<file path="src/rtl/pipe_ex_out_buf.sv">
// Result buffer and credit issuer behind the no-stall F=(A+B+C-D)*D pipeline.
// Optional check logic (err_sticky output) is enabled by defining PIPE_OUT_BUF_CHK_EN.
module pipe_ex_out_buf #(
  parameter int N     = 100,
  parameter int DEPTH = 8,
  parameter int LAT   = 3
) (
  input  logic                     clk,
  input  logic                     rst,
  input  logic                     in_valid,
  output logic                     issue_ok,
  input  logic [N-1:0]             f,
  output logic                     out_valid,
  input  logic                     out_ready,
  output logic [N-1:0]             out_data,
  output logic [$clog2(DEPTH):0]   level
`ifdef PIPE_OUT_BUF_CHK_EN
  ,
  output logic                     err_sticky
`endif
);

  localparam int AW = $clog2(DEPTH);

  logic [LAT-1:0] vd;
  logic [AW:0]    reserved;
  logic [AW-1:0]  rd_ptr;
  logic [AW-1:0]  wr_ptr;
  logic [N-1:0]   mem [DEPTH];
  logic           accept;
  logic           push;
  logic           pop;

  assign accept    = in_valid && issue_ok;
  assign push      = vd[LAT-1];
  assign out_valid = (level != '0);
  assign pop       = out_valid && out_ready;
  assign out_data  = mem[rd_ptr];

  // Credits count both buffered results and those still inside the pipeline,
  // so a push can never find the FIFO full without a matching pop.
  assign issue_ok  = (reserved < (AW+1)'(DEPTH));

  always_ff @(posedge clk) begin
    if (rst) begin
      vd       <= '0;
      reserved <= '0;
      level    <= '0;
      rd_ptr   <= '0;
      wr_ptr   <= '0;
      for (int i = 0; i < DEPTH; i++) begin
        mem[i] <= '0;
      end
    end else begin
      vd       <= (vd << 1) | LAT'(accept);
      reserved <= reserved + (AW+1)'(accept) - (AW+1)'(pop);
      level    <= level + (AW+1)'(push) - (AW+1)'(pop);
      if (push) begin
        mem[wr_ptr] <= f;
        wr_ptr      <= wr_ptr + 1'b1;
      end
      if (pop) begin
        rd_ptr <= rd_ptr + 1'b1;
      end
    end
  end

`ifdef PIPE_OUT_BUF_CHK_EN
  always_ff @(posedge clk) begin
    if (rst) begin
      err_sticky <= 1'b0;
    end else if ((in_valid && !issue_ok) ||
                 (push && !pop && (level == (AW+1)'(DEPTH)))) begin
      err_sticky <= 1'b1;
    end
  end
`endif

endmodule
</file>
<file path="config.mk">
export PLATFORM = sky130hd
export DESIGN_NAME = pipe_ex_out_buf
export DESIGN_NICKNAME = d
export VERILOG_FILES = /design/src/rtl/pipe_ex_out_buf.sv
export SDC_FILE = /design/constraint.sdc
export NUM_CORES = 1
export LEC_CHECK = 0
export CAP_MARGIN = 20
export CORE_MARGIN = 2
export CORE_UTILIZATION = 45
export CTS_CLUSTER_SIZE = 10
export DETAILED_ROUTE_END_ITERATION = 10
export HOLD_SLACK_MARGIN = 0.1
export PLACE_DENSITY = 0.67
export SLEW_MARGIN = 10
export SYNTH_ARGS = -nofsm -noshare
export SYNTH_HDL_FRONTEND = slang
export SYNTH_SLANG_ARGS = --single-unit
</file>
<file path="constraint.sdc">
create_clock -name clk -period 7 [get_ports clk]
set_input_delay 1.05 -clock clk [delete_from_list [all_inputs] [get_ports clk]]
set_output_delay 1.05 -clock clk [all_outputs]
set_load 0.05 [all_outputs]
</file>
==> summary.txt <==
Run status
  – Outcome: finished, final reports clean

Route
  – DRC: 0
  – Via/cell ratio: 5.53
  – 1st-iter DRT viols: 1467
  – Met2 WL: 44800 µm
  – Metal3 WL: 5570 µm
  – Wire length on met1: 35700 µm
  – WL per Instance: 25.5 µm
  – Post-Route WL: 87700 µm
  – DRT Pass-1 Iters: 5
  – Max Used Layer: met5
  – Post-route ant nets: 0
  – Vias: 19000

Setup path
  – Crit-path max FO: 77
  – WS Path Type: reg2out
  – Reg-to-reg startpoint: wr_ptr[1]
  – Crit start category: register
  – Crit Reg-Reg Endpoint: mem[6][90]
  – Critical Path AT: 3.79 ns
  – WP data required: 5.95 ns
  – R2R Setup Slk: 3.57 ns
  – R2R depth: 5
  – Critical Path End Type: output pin

Place
  – Dpl ws: 2.18 ns
  – Final HPWL DP: 43000 µm
  – Port-buffer cells: 209
  – RD Place Congestion: 0.698

Layout
  – Ratio of cells with drive above 1 in the final layout: 0.192
  – Area growth syn-to-layout: 15.6%
  – Final #Nets: 2466

Timing
  – # setup viols final: 0
  – Worst-Margin Slew: 1.01 ns
  – RSZ-0062 raised after global routing: false
  – Max Fclk: 207 MHz
  – Total negative setup slack: 0 ns
  – Worst slew margin: 0.328
  – Period utilization: 0.692
  – Final Skew: 0.0138 ns
  – Final WS setup: 2.16 ns
  – Final min period: 4.84 ns
  – Hold Fails Final Rpt: 0
  – Slew Limit Fails: 0

Synth
  – Number of library cell types mapped by synthesis: 34
  – #FFs+latches synth: 820
  – Sequential-to-total area share from yosys stat: 0.670
  – Ys flop type: edfxtp_1
  – Post-synthesis async set-or-reset flop share: 0
  – Largest cells by area after synthesis: edfxtp_1, and2_1, mux4_2
  – Synth top area share: 0.659
  – EDFF count, synth: 800
  – Syn avg cell area: 16.9 µm²
  – Leading area contributor after synthesis: edfxtp_1
  – Mapped Nets: 2275
  – Cell Area, Synth: 36500 µm²
  – Synth Instances: 2160
  – Yosys warning total: 0

Floorplan
  – Area of the die: 83300 µm²
  – Initial Utilization: 0.453
  – Core box area: 80400 µm²
  – Width of the die: 289 µm
  – I/O pin total: 210
  – Site Rows: 104
  – Die extent in y: 289 µm

Clock network
  – Clk_lat worst skew: 0.63 ns
  – Post-CTS Setup Repair Bufs: 0
  – Clock slew seen by the registers of the worst setup and hold paths: 0.06 ns
  – CTS tree: yes
  – Root buf cell: clkbuf_16
  – CTS Hold Bufs: 0
  – TritonCTS Sinks: 820
  – Max clock buf depth: 3
  – Post-CTS sizing: 0
  – TritonCTS buffer count: 94
  – Htree depth: 3

Hold path
  – Hold path start: vd[1]
  – Hold EP: vd[2]
  – Hold WC Path Type: reg2reg
  – Worst Hold Path Cells: 1

Pwr
  – Clock Power Share: 0.343
  – Pleak: 14.9 nW
  – Cell Pwr Density: 297 nW/µm²
  – Maximum VDD drop: 0.317 mV
  – Internal Power: 0.00909 W
  – Reg power frac: 0.457
  – Switching Power: 0.00343 W
  – Switch share: 0.274
  – Part of the power in combinational logic: 0.200

GRT
  – Tot GR Track Use: 0.215
  – Vias in the first global route: 20800
  – Pin count of the biggest net entering global routing: 109
  – Antenna violations before repair: 9
  – Grt ovf: 0
  – First-pass GRT wire length: 131000 µm

Job
  – MaxCap Viol Count: 0
==> registers in the layout, summed over array words and instances, names as in the netlist, named ones only <==
| name | cells |
|---|---|
| mem | 800 |
| level | 4 |
| reserved | 4 |
| rd_ptr | 3 |
| vd | 3 |
| wr_ptr | 3 |
==> cells in the mapped netlist (6+ instances only) <==
library cell / count
a21oi_1: 8
and2_1: 800
buf_1: 19
buf_2: 27
buf_6: 22
clkbuf_1: 50
clkbuf_2: 27
dfxtp_1: 20
edfxtp_1: 800
ha_1: 9
inv_1: 10
mux2_2: 100
mux4_2: 200
nand2_1: 6
nor2_1: 15
or2_2: 8
==> worst max path at each step <==
stage                   from            to
floorplan                rst     mem[1][0]
global placement         rst     mem[6][3]
detailed placement       rst     mem[6][5]
CTS                 register  out_data[40]
global route        register  out_data[39]
finish              register  out_data[31]
==> per-stage QoR <==
step           std cells  utilization  hold slack, ns  cell area, µm²  total power (W)
6_report            3438        0.524           0.434           42100           0.0125
2_1_floorplan       2160            -           0.414           36500          0.00753
3_5_place_dp        3315        0.492           0.428           39600          0.00837
4_1_cts             3435        0.524           0.441           42100           0.0127
5_1_grt             3436        0.524           0.449           42100           0.0130
3_3_place_gp        3315        0.492           0.421           39600          0.00833
==> area by class of cell <==
cell class                 instances  area, µm²
antenna                            3       7.51
inverter                          10       37.5
multi-input combinational       1183      11300
fill                            6506      38300
timing repair buffer             242       2480
clock buffer                     111       2480
sequential                       820      24400
tap                             1060       1330
clock inverter                     9       95.1
==> cells in the final DEF (no fill, tap or decap), types with 2 or more instances in the layout <==
| cell type | instances |
|---|---|
| buf_4 | 22 |
| dfxtp_4 | 3 |
| clkbuf_8 | 2 |
| nand3_1 | 4 |
| xor2_1 | 2 |
| nor2_1 | 9 |
| and2_1 | 800 |
| ha_1 | 9 |
| dfxtp_1 | 17 |
| nor2_4 | 6 |
| nand2_1 | 6 |
| o21ai_0 | 4 |
| diode_2 | 3 |
| buf_12 | 11 |
| clkbuf_16 | 96 |
| clkbuf_1 | 13 |
| nand2b_1 | 3 |
| fa_1 | 2 |
| mux4_2 | 200 |
| xnor2_1 | 5 |
| clkdlybuf4s50_1 | 209 |
| or3_1 | 2 |
| mux2_2 | 100 |
| a21oi_1 | 8 |
| nor2b_1 | 5 |
| or3b_1 | 2 |
| inv_1 | 10 |
| edfxtp_1 | 800 |
| clkinv_1 | 4 |
| or2_4 | 8 |
==> critical path, stage by stage (launching register included) <==
cell and delay [ns]:
dfxtp_4 0.84, buf_12 0.52, mux4_2 0.58, mux2_2 0.27
clkdlybuf4s50_1 0.78
==> layer usage <==
metal	vias to the layer above	global-route usage
met4	10	0.0595
met2	580	0.370
met1	9949	0.281
met3	125	0.0374
met5	-	0
li1	8352	-
==> cells by family (layout without fill, tap and decap cells) <==
kind of cell / after synthesis / in the layout / share of synthesized area
compound gates: 14 / 14 / 0.00209
simple gates: 850 / 850 / 0.145
xor+xnor: 7 / 7 / 0.00168
buf+inv: 157 / 372 / 0.0228
other cells: 0 / 3 / 0
flops: 820 / 820 / 0.670
mux: 301 / 301 / 0.155
fa+ha+maj: 11 / 11 / 0.00419
==> power groups by stage <==
| stage | Clock, W | Combinational [W] | Sequential (W) |
|---|---|---|---|
| floorplan | 0 | 0.00177 | 0.00576 |
| finish | 0.00429 | 0.00251 | 0.00572 |
| global route | 0.00457 | 0.00265 | 0.00575 |
| CTS | 0.00438 | 0.00255 | 0.00573 |
| detailed placement | 0 | 0.00254 | 0.00583 |
| global placement | 0 | 0.00252 | 0.00581 |
No activity file was read; power rests on OpenSTA's default activity.
